<file path="src/rtl/fcvt_sched.sv">
// Two-requester front end for a shared fixed-latency float->int converter:
// round-robin issue, credit-limited so every result has a slot in its requester's FIFO.
module fcvt_sched #(
    parameter int LAT   = 1,
    parameter int DEPTH = 2,
    parameter int TAG_W = 4
) (
    input  logic             clk,
    input  logic             rst,
    input  logic             req0_valid,
    output logic             req0_ready,
    input  logic [31:0]      req0_x,
    input  logic             req0_rm,
    input  logic [TAG_W-1:0] req0_tag,
    input  logic             req1_valid,
    output logic             req1_ready,
    input  logic [31:0]      req1_x,
    input  logic             req1_rm,
    input  logic [TAG_W-1:0] req1_tag,
    output logic             res0_valid,
    input  logic             res0_ready,
    output logic [31:0]      res0_y,
    output logic [TAG_W-1:0] res0_tag,
    output logic             res1_valid,
    input  logic             res1_ready,
    output logic [31:0]      res1_y,
    output logic [TAG_W-1:0] res1_tag,
    output logic [31:0]      cvt_x,
    output logic             cvt_rm,
    input  logic [31:0]      cvt_y,
    output logic             busy
);

    localparam int CW = $clog2(DEPTH + 1);
    localparam int PW = (DEPTH > 1) ? $clog2(DEPTH) : 1;

    logic [CW-1:0]    credit_r [2];
    logic             rr_r;
    logic [LAT-1:0]   pipe_v_r;
    logic [LAT-1:0]   pipe_id_r;
    logic [TAG_W-1:0] pipe_tag_r [LAT];
    logic [31:0]      fifo_y_r   [2][DEPTH];
    logic [TAG_W-1:0] fifo_tag_r [2][DEPTH];
    logic [PW-1:0]    wr_ptr_r   [2];
    logic [PW-1:0]    rd_ptr_r   [2];
    logic [CW-1:0]    cnt_r      [2];

    logic [1:0] elig_s;
    logic [1:0] grant_s;
    logic [1:0] res_valid_s;
    logic [1:0] res_ready_s;
    logic [1:0] pop_s;
    logic [1:0] cap_s;

    function automatic logic [PW-1:0] ptr_inc(input logic [PW-1:0] p);
        if (p == PW'(DEPTH - 1)) begin
            return '0;
        end else begin
            return p + PW'(1);
        end
    endfunction

    // Eligibility and round-robin grant; nothing is granted while reset is held
    always_comb begin
        elig_s[0] = !rst && req0_valid && (credit_r[0] != '0);
        elig_s[1] = !rst && req1_valid && (credit_r[1] != '0);
        case (elig_s)
            2'b11:   grant_s = rr_r ? 2'b10 : 2'b01;
            2'b01:   grant_s = 2'b01;
            2'b10:   grant_s = 2'b10;
            default: grant_s = 2'b00;
        endcase
    end

    assign req0_ready = grant_s[0];
    assign req1_ready = grant_s[1];

    // Steer the granted operand to the converter
    always_comb begin
        case (grant_s)
            2'b01: begin
                cvt_x  = req0_x;
                cvt_rm = req0_rm;
            end
            2'b10: begin
                cvt_x  = req1_x;
                cvt_rm = req1_rm;
            end
            default: begin
                cvt_x  = 32'd0;
                cvt_rm = 1'b0;
            end
        endcase
    end

    assign res_ready_s = {res1_ready, res0_ready};

    // FIFO status, pops, and which FIFO the retiring pipe stage targets
    always_comb begin
        for (int i = 0; i < 2; i++) begin
            res_valid_s[i] = (cnt_r[i] != '0);
            pop_s[i]       = res_valid_s[i] && res_ready_s[i];
            cap_s[i]       = pipe_v_r[LAT-1] && (pipe_id_r[LAT-1] == 1'(i));
        end
    end

    // Head values are forced to zero when empty so reset shows clean outputs
    assign res0_valid = res_valid_s[0];
    assign res1_valid = res_valid_s[1];
    assign res0_y     = res_valid_s[0] ? fifo_y_r[0][rd_ptr_r[0]]   : 32'd0;
    assign res1_y     = res_valid_s[1] ? fifo_y_r[1][rd_ptr_r[1]]   : 32'd0;
    assign res0_tag   = res_valid_s[0] ? fifo_tag_r[0][rd_ptr_r[0]] : '0;
    assign res1_tag   = res_valid_s[1] ? fifo_tag_r[1][rd_ptr_r[1]] : '0;
    assign busy       = (|pipe_v_r) | (|res_valid_s);

    // Pointer, issue pipe, credits and result FIFOs
    always_ff @(posedge clk) begin
        if (rst) begin
            rr_r      <= 1'b0;
            pipe_v_r  <= '0;
            pipe_id_r <= '0;
            for (int s = 0; s < LAT; s++) begin
                pipe_tag_r[s] <= '0;
            end
            for (int i = 0; i < 2; i++) begin
                credit_r[i] <= CW'(DEPTH);
                cnt_r[i]    <= '0;
                wr_ptr_r[i] <= '0;
                rd_ptr_r[i] <= '0;
            end
        end else begin
            if (|grant_s) begin
                rr_r <= grant_s[0];
            end
            pipe_v_r[0]   <= |grant_s;
            pipe_id_r[0]  <= grant_s[1];
            pipe_tag_r[0] <= grant_s[1] ? req1_tag : req0_tag;
            for (int s = 1; s < LAT; s++) begin
                pipe_v_r[s]   <= pipe_v_r[s-1];
                pipe_id_r[s]  <= pipe_id_r[s-1];
                pipe_tag_r[s] <= pipe_tag_r[s-1];
            end
            // Capture leaves credit untouched: the slot was reserved at issue
            for (int i = 0; i < 2; i++) begin
                credit_r[i] <= credit_r[i] - CW'(grant_s[i]) + CW'(pop_s[i]);
                cnt_r[i]    <= cnt_r[i] + CW'(cap_s[i]) - CW'(pop_s[i]);
                if (cap_s[i]) begin
                    fifo_y_r[i][wr_ptr_r[i]]   <= cvt_y;
                    fifo_tag_r[i][wr_ptr_r[i]] <= pipe_tag_r[LAT-1];
                    wr_ptr_r[i]                <= ptr_inc(wr_ptr_r[i]);
                end
                if (pop_s[i]) begin
                    rd_ptr_r[i] <= ptr_inc(rd_ptr_r[i]);
                end
            end
        end
    end

endmodule

</file>
<file path="config.mk">
export PLATFORM = sky130hd
export DESIGN_NAME = fcvt_sched
export DESIGN_NICKNAME = d
export VERILOG_FILES = /design/src/rtl/fcvt_sched.sv
export SDC_FILE = /design/constraint.sdc
export NUM_CORES = 1
export LEC_CHECK = 0
export BUFFER_PORTS_ARGS = -buffer_cell sky130_fd_sc_hd__buf_4
export CAP_MARGIN = 5
export CORE_MARGIN = 4
export CORE_UTILIZATION = 46
export DETAILED_ROUTE_END_ITERATION = 16
export MAX_ROUTING_LAYER = met4
export PLACE_DENSITY = 0.76
export SLEW_MARGIN = 0
export SYNTH_ARGS = -nofsm -noshare
export SYNTH_HDL_FRONTEND = slang
export SYNTH_SLANG_ARGS = --single-unit
</file>
<file path="constraint.sdc">
create_clock -name clk -period 4.3 [get_ports clk]
set_clock_uncertainty 0.2 [all_clocks]
set_input_delay 0.645 -clock clk [delete_from_list [all_inputs] [get_ports clk]]
set_output_delay 0.645 -clock clk [all_outputs]
set_load 0.05 [all_outputs]
</file>
Word-level counts from Yosys, hierarchy flattened. Memory sizes are Yosys's and may differ from the RTL's. Index checks and enable logic that the tools add are counted. Widths: inputs -> output; s select.

Bits in registers: 3. Memory bits (writable): 160. Input bits: 112. Output and inout port bits: 110. Word-level logic and storage cells: 143. Memories kept: 7.

Memory list: fifo_y_r (depth 2, bits a word 64, read ports 2, clocked after Yosys merged registers in 0, wr ports 1, line 42) `logic [31:0] fifo_y_r [2][DEPTH];`; fifo_tag_r (depth 2, bits a word 8, read ports 2, clocked after Yosys merged registers in 0, wr ports 1, line 43) `logic [TAG_W-1:0] fifo_tag_r [2][DEPTH];`; cnt_r (depth 2, bits a word 2, read ports 2, clocked after Yosys merged registers in 0, wr ports 2, line 46) `logic [CW-1:0] cnt_r [2];`; credit_r (depth 2, bits a word 2, read ports 2, clocked after Yosys merged registers in 0, wr ports 2, line 37) `logic [CW-1:0] credit_r [2];`; pipe_tag_r (depth 1, bits a word 4, read ports 1, clocked after Yosys merged registers in 0, wr ports 1, line 41) `logic [TAG_W-1:0] pipe_tag_r [LAT];`; rd_ptr_r (depth 2, bits a word 1, read ports 2, clocked after Yosys merged registers in 0, wr ports 2, line 45) `logic [PW-1:0] rd_ptr_r [2];`; 1 more memories.

Add/subtract/negate cells: 12. Magnitude comparators: 6. Equality and inequality tests: 5. Multiplexer cells: 76. Bitwise gates (word level): 14. Reductions and logical operators: 20.

Operators by type and width (count): $mux 32 (10); $mux 64 (4); $demux 32 s1 (2); $pmux 32 s2 (1); $reduce_or 64->1 (1); $mux 4 (12); $mux 1 (34); $mux 8 (4); $logic_and 1x1->1 (10); $mux 2 (5); $or 1x1->1 (9); $add 2x1->2 (4); $demux 4 s1 (2); $ge 2x2->1 const B (4); $not 1->2 (4); $reduce_bool 2->1 (4); $reduce_or 8->1 (1); $sub 2x1->2 (4); $eq 2x2->1 const B (3); $pmux 2 s3 (1); $add 1x1->1 const B (4); $eq 2x1->1 const B (2); $lt 2x1->1 const B (2); $reduce_or 2->1 (2); other kinds (4) (4).

Logic depth before layout (Yosys ltp). Gate-level depths: netlist (run 1).

Depth in word-level cells: 8. Gate-level depth with buffers: 8. Depth with buffers taken out: 8.

Least setup slack after synthesis (run 1). No wires, ideal clock.

Path type: input -> output. Start: in rst. End: out cvt_x[10]. Arrival time: 3.792 ns. Required time: 3.455 ns. Slack: -0.337 ns. Stages: 8. Buffers on the path: 4. Path through: buf_2 buf_2 a211oi_1 ha_1 clkbuf_1 clkbuf_1 a22oi_1 nor2_1.

Longest elaborated chain between the ends: 7. Elaborated cells on any way between the ends: 12. Those cells by class: eq/ne (5); mux (2); reduce/logical (5).

Ends and longest elaborated chain: start: declaration (line 9) `input logic rst,`; $logic_not 1->1 * (line 65, 66); $logic_and 1x1->1 (on tied branches) (2 in a row) (line 65, 66); $eq 2x2->1 / $eq 2x1->1 (equally long branches) (line 67) `case (elig_s)`; $pmux 2 s3 * (line 67); named net req0_ready (line 11) `output logic req0_ready,`; $eq 2x2->1 / $eq 2x1->1 (equally long branches) (line 80) `case (grant_s)`; $pmux 32 s2 * (line 80); end: declaration (line 28) `output logic [31:0] cvt_x,`.

Mark *: on every way through the listed nets, which the timed path passes. The rest lies on a longest branch.

Worst setup path after layout (run 1).
Start: in rst. End: out cvt_x[25].

Longest elaborated chain between the ends: 7. Elaborated cells on any way between the ends: 12. Those cells by class: eq/ne (5); mux (2); reduce/logical (5).

Ends and longest elaborated chain (line): $logic_not 1->1 * (65, 66); $logic_and 1x1->1 (on tied branches) (2 in a row) (65, 66); $eq 2x2->1 / $eq 2x1->1 (equally long branches) (67); $pmux 2 s3 * (67); $eq 2x2->1 / $eq 2x1->1 (equally long branches) (80); $pmux 32 s2 * (80).

Every way passes the cells marked *; elsewhere a longest branch is shown, timed or not.

==> summary.txt, run 1 <==
Clocking
  • Setup bufs post-CTS: 0
  • Clk buf depth: 2
  • Clk slew on worst S/H paths: approximately 0.06 ns
  • # hold bufs at CTS: 0
  • TritonCTS buffer count: 17
  • Post-CTS Resized: 0
  • H-tree Lvls: 4
  • CTS Sinks: 163
  • Worst-Skew Late Latency: 0.41 ns
  • CTS tree: built
  • Clock tree root buffer cell: clkbuf_16

Logic synthesis
  • Yosys Warn Count: 0
  • Top FF cell, synth: edfxtp_1
  • Syn Area/Cell: 14.08 sq um
  • Post-Synthesis Cells: 487
  • Post-synth EDFFs: 148
  • Yosys reg bits: 163
  • Seq/Total Area, Yosys: between 60% and 70%
  • Post-Syn Area: 6859 sq um
  • Syn nets: 608
  • Post-synth ARST share: 0%
  • Post-synth cell types: 33

STA
  • Max_slew headroom: 27.79%
  • # setup viols final: 0
  • RSZ-0062 raised after global routing: no
  • WHS: 0.2325 ns
  • F_max: approximately 270 MHz
  • Final setup TNS: 0 ns
  • Final period utilization: just under 90%
  • Final min period: 3.721 ns
  • Least-Margin Pin Slew: 1.083 ns
  • Final hold vios: 0
  • Slew Viols, Final: 0

Min path
  • Hold Crit Class: input pin to flip-flop
  • Hold depth: 1
  • Hold wc startpoint: cvt_y[13]
  • WHS Endpoint: fifo_y_r[0][45]$_DFFE_PP_

Floorplanning
  • Starting density of the core: between 40% and 50%
  • Core area: 14590 sq um
  • DIE HEIGHT: 130.1 um
  • Die width: 130.1 um
  • Row Count: 44
  • Die area: 16930 sq um
  • Top-Level Pins: 222

Pwr
  • Maximum vdd drop: 0.0002577 V
  • Leak pwr: roughly 3.8 nW
  • Cell Pwr Density: 627.3 nW/um^2

Routing
  • Routed len/inst: 18.06 um
  • Drt initial violations: between 200 and 300
  • WL final: 16.34 mm
  • Drt pass-1 iters: 4
  • ANT nets after route: 0
  • Routed vias: ~4600
  • Routed vias/inst: 5.122
  • DRC viols: 0

GRT
  • Global-route wire length before repair: around 24 mm
  • Vias in the first global route: 4777
  • Pin count of the biggest net entering global routing: 37
  • Gr ovfl total: 0
  • Initial antenna violation count: 1
  • Tot GR Track Use: between 10% and 20%

Setup path
  • Worst reg2reg endpoint: credit_r[0][3]$_SDFF_PP1_
  • R2R cell count: 7
  • Crit. End Element: output port
  • Critical R2R Launch: credit_r[0][0]$_SDFF_PP0_
  • Slowest stage delay, CP: 0.87 ns
  • Crit-path cells: buf_4 > nand2b_1 > nor2_1 > a211o_1 > ha_1 > a22oi_1 > nor2_1 > buf_4
  • Max FO, Critical Path: 33
  • Critical Path RT: 3.45 ns
  • Startpoint Class: input pin
  • Slowest-stage cell, CP: ha_1
  • WS Path Type: input pin to output port
  • WP data arrival: 2.88 ns
  • Worst R2R Setup Slack: 2.25 ns

Finish
  • Ratio of cells with drive above 1 in the final layout: 38.47%
  • Fin nets: ~830
  • Fillers: 1076
  • Syn-to-layout area delta: 35.94%

Placement
  • Post-detail-place hpwl: 11.22 mm
  • Placer's final routability congestion estimate: around 0.84
  • I/O Buffers: 221

Run
  • Max cap viols: 0

Run status
  • Status: completed
## stage by stage
step | setup slack, ns | power, W | utilization (%) | std cells | area, sq um
6_report | 0.5792 | 0.005849 | 63.91 | 905 | 9324
5_1_grt | 0.3987 | 0.006095 | 63.91 | 905 | 9324
4_1_cts | 0.5743 | 0.005904 | 63.89 | 904 | 9321
3_5_place_dp | 0.5840 | 0.004449 | 59.92 | 873 | 8742
3_3_place_gp | 0.7510 | 0.004401 | 59.92 | 873 | 8742
2_1_floorplan | 0.1222 | 0.003662 | - | 487 | 6869
## synth_stat cells (all sizes together) (2+ instances only)
cell type | n | area, sq um
mux2i | 72 | 720.7
nor2 | 113 | 429.2
a22oi | 33 | 247.7
dfxtp | 15 | 300.3
xnor2 | 4 | 35.03
ha | 9 | 112.6
mux2 | 4 | 45.04
clkbuf | 12 | 45.04
o21ai | 4 | 31.28
buf | 16 | 95.09
nand2b | 6 | 37.54
inv | 15 | 56.30
or3 | 2 | 12.51
a211oi | 2 | 15.01
nor3 | 4 | 20.02
or2 | 3 | 18.77
a21oi | 2 | 10.01
xor2 | 3 | 26.28
edfxtp | 148 | 4444
nor2b | 11 | 68.82
## how the worst max path moves through the flow
stage | start | to | slack (ns) | cells past startpoint
3_5_place_dp | rst | cvt_x[23] | 0.58 | 8
2_1_floorplan | rst | fifo_tag_r[0][4]$_DFFE_PP_ | 0.12 | 3
5_1_grt | rst | cvt_x[25] | 0.40 | 8
3_3_place_gp | rst | cvt_x[22] | 0.75 | 8
6_report | rst | cvt_x[25] | 0.58 | 8
4_1_cts | rst | cvt_x[23] | 0.57 | 8
## layout make-up
cell class	instances	area, sq um	share of cell area, %
Antenna cell	1	2.502	0.02684
Clock buffer	17	425.4	4.563
Clock inverter	14	153.9	1.651
Inverter	15	56.30	0.6039
Multi-Input combinational cell	281	1959	21.01
Sequential cell	163	4745	50.89
Tap cell	184	230.2	2.469
Timing Repair Buffer	230	1752	18.79
## logic make-up (layout without fill, tap and decap cells)
logic type	count (synthesis)	after routing	synth area share, %
multiplexers	76	76	11.16
AND/OR/NAND/NOR	144	144	9.121
flip-flops	163	163	69.17
AO/OA/AOI/OAI	45	45	5.144
adder cells (fa/ha/maj)	9	9	1.642
other	0	1	0
buffers and inverters	43	276	2.864
XOR/XNOR	7	7	0.8939
## critical path: cells and delay by family
kind                       cells  cell delay, ns
adders and majority gates      1            0.87
and+or+nand+nor                3            0.53
buffers and inverters          2            0.41
AOI/OAI and AO/OA              2            0.41
## cells in the final DEF (no fill, tap or decap), drive strengths merged, types with 2 or more instances in the layout
| master | n |
|---|---|
| xor2 | 3 |
| mux2i | 72 |
| bufinv | 2 |
| o21ai | 4 |
| nor3 | 4 |
| nor2b | 11 |
| edfxtp | 148 |
| dfxtp | 15 |
| nand2b | 6 |
| or3 | 2 |
| a211oi | 2 |
| xnor2 | 4 |
| mux2 | 4 |
| clkbuf | 17 |
| buf | 230 |
| a22oi | 33 |
| ha | 9 |
| inv | 20 |
| a21oi | 2 |
| clkinv | 6 |
| nor2 | 113 |
| or2 | 3 |
## metal layers
layer / GRT usage [%] / part of all wire (%) / up-vias / wire [um]
met1: 21.87 / 40 / 2221 / 6509
met4: 6.357 / 1.0 / 0 / 165
met3: 4.011 / 5.7 / 15 / 938
li1: - / - / 2213 / -
met5: - / 0 / - / 0
met2: 35.27 / 53 / 186 / 8728
## where the power goes
| group | internal [W] | total [W] | leakage, nW | switching, W |
|---|---|---|---|---|
| Combinational | 0.000748 | 0.00244 | 2.05 | 0.00170 |
| Clock | 0.000861 | 0.00146 | 0.284 | 0.000596 |
| Sequential | 0.00185 | 0.00195 | 1.47 | 0.0000936 |
## sequential cells by signal, summed over array words and instances, names as in the netlist
| signal | cells |
|---|---|
| fifo_y_r | 128 |
| fifo_tag_r | 16 |
| cnt_r | 4 |
| credit_r | 4 |
| pipe_tag_r | 4 |
| rd_ptr_r | 2 |
| wr_ptr_r | 2 |
| pipe_id_r | 1 |
| pipe_v_r | 1 |
| rr_r | 1 |
Power figures use the tool's default switching activity.
==> run 2: changes to the inputs <==
--- a/config.mk
+++ b/config.mk
@@ -7,7 +7,6 @@
 export LEC_CHECK = 0
 export BUFFER_PORTS_ARGS = -buffer_cell sky130_fd_sc_hd__buf_4
 export CAP_MARGIN = 5
-export CORE_MARGIN = 4
 export CORE_UTILIZATION = 46
 export DETAILED_ROUTE_END_ITERATION = 16
 export MAX_ROUTING_LAYER = met4
==> run 2 against run 1 <==
Net effect: wire length fell by 0.95%; die area fell by 9.0%; clock power fell by 3%; critical path type unchanged.
==> summary.txt, run 2 (synthesis gave the netlist of run 1 again) <==
STA
  • Max_slew headroom: approximately 28%
  • RSZ-0062 raised after global routing: no
  • # setup viols final: 0
  • Final min period: 3.743 ns
  • F_max: 267.2 MHz
  • Worst setup margin: about 0.56 ns
  • Final hold vios: 0
  • Slew Viols, Final: 0
  • Least-Margin Pin Slew: 1.084 ns
  • Final setup TNS: 0 ns
  • Final period utilization: between 80% and 90%

GRT
  • Vias in the first global route: 4727
  • Initial antenna violation count: 2
  • Tot GR Track Use: about 22%
  • Global-route wire length before repair: 23.60 mm
  • Pin count of the biggest net entering global routing: 38
  • Gr ovfl total: 0

Setup path
  • Largest delay contributor family on the critical path: adder cells
  • Slowest stage delay, CP: 0.87 ns
  • Crit-path cells: buf_4 > nand2b_1 > nor2_1 > a211o_1 > ha_1 > a22oi_1 > nor2_1 > buf_4
  • Critical Path RT: 3.45 ns
  • Crit. End Element: output port
  • WP buf/inv: 2
  • WP data arrival: 2.90 ns
  • Max FO, Critical Path: 33
  • WS Path Type: input pin to output port
  • Slowest-stage cell, CP: ha_1
  • Startpoint Class: input pin

Finish
  • Syn-to-layout area delta: 35.79%
  • Final core utilization: between 60 and 70%
  • Fillers: 1056
  • Most common cell after layout, fill and taps aside: buf_4
  • Design area: between 9000 and 10000 sq um
  • Commonest cells after routing, fill and taps aside: 231 x buf_4, 148 x edfxtp_1, 111 x nor2_1
  • Fin nets: 831
  • Largest register FFs: 128
  • Ratio of cells with drive above 1 in the final layout: a little under two fifths

Pwr
  • Cell Pwr Density: roughly 620 nW/um^2
  • Maximum vdd drop: 0.0003080 V
  • Leak pwr: 3.793 nW
  • Power, Total: 0.005794 W

Floorplanning
  • Die area: 15400 sq um
  • Row Count: 44
  • Core area: about 15000 sq um
  • DIE HEIGHT: about 120 um
  • Top-Level Pins: ~220
  • Starting density of the core: between 40% and 50%
  • Die width: 124.1 um

Clocking
  • Clock tree root buffer cell: clkbuf_16
  • CTS Sinks: 163
  • Clk buf depth: 2
  • H-tree Lvls: 4
  • Worst-Skew Late Latency: 0.41 ns
  • Post-CTS Resized: 0
  • TritonCTS buffer count: 17
  • Clk slew on worst S/H paths: 0.06 ns
  • # hold bufs at CTS: 0
  • CTS tree: built
  • Setup bufs post-CTS: 0

Routing
  • Drt pass-1 iters: 4
  • DRC viols: 0
  • WL final: 16.19 mm
  • ANT nets after route: 0
  • Routed vias/inst: 5.149
  • Drt initial violations: around 320
  • Routed vias: 4675
  • Routed len/inst: 17.83 um

Placement
  • Pre-CTS WS: 0.5368 ns
  • I/O Buffers: 221
  • Placer's final routability congestion estimate: 0.9176
  • DP Area: 8745 sq um
  • Post-detail-place hpwl: 11.01 mm

Run
  • Max cap viols: 0

Run status
  • Status: completed

Min path
  • Hold Crit Class: input pin to flip-flop
==> run 2: changes by cell type in the layout (fill, tap and decap cells not counted) <==
| cell | delta |
|---|---|
| diode_2 | +1 |
| clkbuf_1 | +1 |
| inv_8 | -1 |
| buf_12 | -1 |
| inv_6 | -2 |
| clkinvlp_4 | +2 |
| clkinv_4 | -1 |
| buf_4 | +3 |
| clkinv_1 | +1 |
==> run 2: cell type report <==
| type | count | area (sq um) | area share (%) |
|---|---|---|---|
| well taps | 184 | 230.2 | 2.472 |
| clock inverters | 13 | 135.1 | 1.451 |
| clock buffers | 18 | 429.2 | 4.608 |
| diodes | 2 | 5.005 | 0.05373 |
| inverters | 15 | 56.30 | 0.6045 |
| repair buffers | 232 | 1754 | 18.83 |
| multi-input cells | 281 | 1959 | 21.04 |
| flip-flops and latches | 163 | 4745 | 50.94 |
==> run 2: per-stage QoR <==
stage | hold WS, ns | instances
final | 0.2310 | 908
after global routing | 0.2146 | 908
after CTS | 0.2172 | 906
after detailed placement | 0.2587 | 875
after global placement | 0.2495 | 875
after floorplan | 0.2383 | 487
==> run 2: final timing paths <==
path | start | endpoint | slack, ns | cells after the start
setup reg to reg | credit_r[0][0]$_SDFF_PP0_ | credit_r[0][3]$_SDFF_PP1_ | 2.29 | 7
hold / removal | cvt_y[25] | fifo_y_r[0][25]$_DFFE_PP_ | 0.23 | 1
setup / recovery | rst | cvt_x[21] | 0.56 | 8
hold reg to reg | pipe_tag_r[0][2]$_SDFF_PP0_ | fifo_tag_r[0][6]$_DFFE_PP_ | 0.27 | 0
==> run 2: where the power goes <==
| group | internal [W] | switching [W] |
|---|---|---|
| Combinational | 0.000743 | 0.00169 |
| Sequential | 0.00185 | 0.0000872 |
| Clock | 0.000849 | 0.000566 |
==> run 2: routing by layer <==
metal / global-route usage, % / up-vias / wire length (um)
met5: - / - / 0
met4: 8.705 / 0 / 366
met3: 4.899 / 30 / 1107
met2: 38.88 / 220 / 8567
met1: 23.36 / 2208 / 6144
li1: - / 2217 / -
==> run 3: changes to the inputs <==
==> constraint.sdc (replaced) <==
create_clock -name clk -period 4.3 [get_ports clk]
set_clock_uncertainty 0.2 [all_clocks]
set_input_delay 0.86 -clock clk [delete_from_list [all_inputs] [get_ports clk]]
set_output_delay 0.86 -clock clk [all_outputs]
set_load 0.05 [all_outputs]
==> run 3 against run 2 <==
Net effect: critical path depth unchanged; combinational power barely moved; critical path type unchanged; flip-flop and latch count unchanged; count of clock-buffer cells in the layout stayed put; register-to-register slack worse by 0.16 ns; die area is the same; highest routed layer unchanged; largest cell class unchanged.
==> summary.txt, run 3 (synthesis gave the netlist of run 1 again) <==
Run status
  • Status: completed

Finish
  • Final core utilization: 64.31%
  • Ratio of cells with drive above 1 in the final layout: between 30% and 40%
  • Multi-input gate area: 1969 sq um
  • Largest register FFs: ~130
  • Design area: 9346 sq um
  • Commonest cells after routing, fill and taps aside: 230 x buf_4, 148 x edfxtp_1, 111 x nor2_1
  • Fin nets: 832
  • Most common cell after layout, fill and taps aside: buf_4
  • Fillers: 1099
  • Register Area: ~4700 sq um
  • Syn-to-layout area delta: 36.26%
  • N_diodes: 0

Setup path
  • Slowest stage delay, CP: between 0.5 and 0.6 ns
  • WP buf/inv: 2
  • Critical R2R Launch: pipe_v_r$_SDFF_PP0_
  • Critical Path RT: 3.24 ns
  • WP data arrival: 2.75 ns
  • Slowest-stage cell, CP: ha_2
  • Worst reg2reg endpoint: fifo_y_r[0][22]$_DFFE_PP_
  • Crit. End Element: output port
  • Max FO, Critical Path: 33
  • Crit-path cells: buf_4 > nand2b_1 > nor2_1 > a211o_1 > ha_2 > a22oi_1 > nor2_1 > buf_4
  • R2R cell count: 3
  • Worst R2R Setup Slack: 2.13 ns
  • Largest delay contributor family on the critical path: simple AND/OR/NAND/NOR gates
  • WS Path Type: input pin to output port
  • Startpoint Class: input pin

Routing
  • WL final: 16.35 mm
  • M1 WL: 6.359 mm
  • Met3 WL: 1.039 mm
  • Drt pass-1 iters: 5
  • Routed vias/inst: between 5 and 6
  • Drt initial violations: 300
  • Routed len/inst: 18.00 um
  • Routed vias: about 4700
  • Met2 WL: a little under 9 mm
  • DR top layer: met4
  • DRC viols: 0
  • ANT nets after route: 0

Clocking
  • CTS Sinks: 163
  • CTS tree: built
  • Worst-Skew Late Latency: 0.42 ns
  • H-tree Lvls: 4
  • Clk slew on worst S/H paths: around 0.06 ns
  • TritonCTS buffer count: 17
  • Clk buf depth: 2
  • Clock tree root buffer cell: clkbuf_16
  • Setup bufs post-CTS: 0

Pwr
  • Power, Total: 0.005806 W
  • Reg power frac: 33.8%
  • Clock share of power: 24.3%
  • Cell Pwr Density: 621.1 nW/um^2
  • Sw Ratio: 41.21%
  • Maximum vdd drop: roughly 0.00031 V
  • Cell Int Power: 0.003413 W
  • Switching power: 0.002393 W
  • Leak pwr: roughly 3.8 nW
  • Part of the power in combinational logic: 41.9%

STA
  • F_max: between 200 and 300 MHz
  • Max_slew headroom: a little over two fifths
  • Final period utilization: 88.69%
  • RSZ-0062 raised after global routing: no
  • Least-Margin Pin Slew: 0.8621 ns
  • Final min period: 3.814 ns
  • Final setup TNS: 0 ns
  • Final hold vios: 0
  • # setup viols final: 0
  • Slew Viols, Final: 0

Floorplanning
  • Core area: 14530 sq um
  • Starting density of the core: 47.19%
  • Row Count: 44
  • Top-Level Pins: roughly 220
  • DIE HEIGHT: approximately 120 um
  • Die area: 15400 sq um
  • Die width: 124.1 um

Min path
  • Hold depth: 0
  • Hold wc startpoint: pipe_tag_r[0][0]$_SDFF_PP0_
  • WHS Endpoint: fifo_tag_r[0][4]$_DFFE_PP_
  • Hold Crit Class: flip-flop to flip-flop

GRT
  • Pin count of the biggest net entering global routing: 34
  • Gr ovfl total: 0
  • Vias in the first global route: 4661
  • Global-route wire length before repair: ~24 mm
  • Initial antenna violation count: 0
  • Tot GR Track Use: 22.11%

Placement
  • Post-detail-place hpwl: 11.28 mm
  • Placer's final routability congestion estimate: 0.7943
  • I/O Buffers: 221
  • DP Area: 8785 sq um

Run
  • Max cap viols: 0
==> run 3: cell count changes in the layout (fill, tap and decap cells not counted), sizes merged <==
cell	change
bufinv	-1
buf	+1
clkinvlp	-1
diode	-2
clkinv	+1
inv	+2
==> run 3: how the worst max path moves through the flow <==
| stage | from | to | slack (ns) | cells past startpoint |
|---|---|---|---|---|
| after floorplan | rst | fifo_tag_r[0][4]$_DFFE_PP_ | -0.09 | 3 |
| after global placement | rst | cvt_x[30] | 0.23 | 8 |
| after CTS | rst | cvt_x[30] | 0.09 | 8 |
| after detailed placement | rst | cvt_x[30] | 0.09 | 8 |
| final | rst | cvt_x[30] | 0.49 | 8 |
| after global routing | rst | cvt_x[5] | 0.28 | 8 |
==> run 3: power groups by stage <==
stage | clock network, W | logic, W | registers, W
floorplan | 0 | 0.00173 | 0.00194
global placement | 0 | 0.00242 | 0.00199
detailed placement | 0 | 0.00245 | 0.00199
CTS | 0.00144 | 0.00245 | 0.00196
global route | 0.00150 | 0.00258 | 0.00197
finish | 0.00141 | 0.00243 | 0.00196
==> run 3: routing by layer <==
layer  track usage (%)  vias to the layer above
met4             5.804                        0
li1                  -                     2221
met3             4.808                        6
met1             24.79                     2285
met2             39.71                      216
met5                 -                        -
==> run 3: through the flow <==
stage	setup WS [ns]	std cells	hold slack, ns
after detailed placement	0.09445	876	0.2606
after global routing	0.2794	908	0.2877
final	0.4862	908	0.2732
after CTS	0.09484	908	0.2738
after floorplan	-0.09280	487	0.2383
after global placement	0.2308	876	0.2521
==> run 3: repair_timing <==
item | in CTS | in global routing
hold buffers | 0 | 0
resized for setup | 0 | 1
endpoints found under the setup margin | 0 | 33
==> run 3: area by class of cell <==
| type | instances | share of cell area [%] |
|---|---|---|
| flip-flops and latches | 163 | 50.76 |
| multi-input cells | 281 | 21.07 |
| repair buffers | 233 | 19.12 |
| clock buffers | 18 | 4.592 |
| well taps | 184 | 2.463 |
| clock inverters | 14 | 1.392 |
| inverters | 15 | 0.6024 |
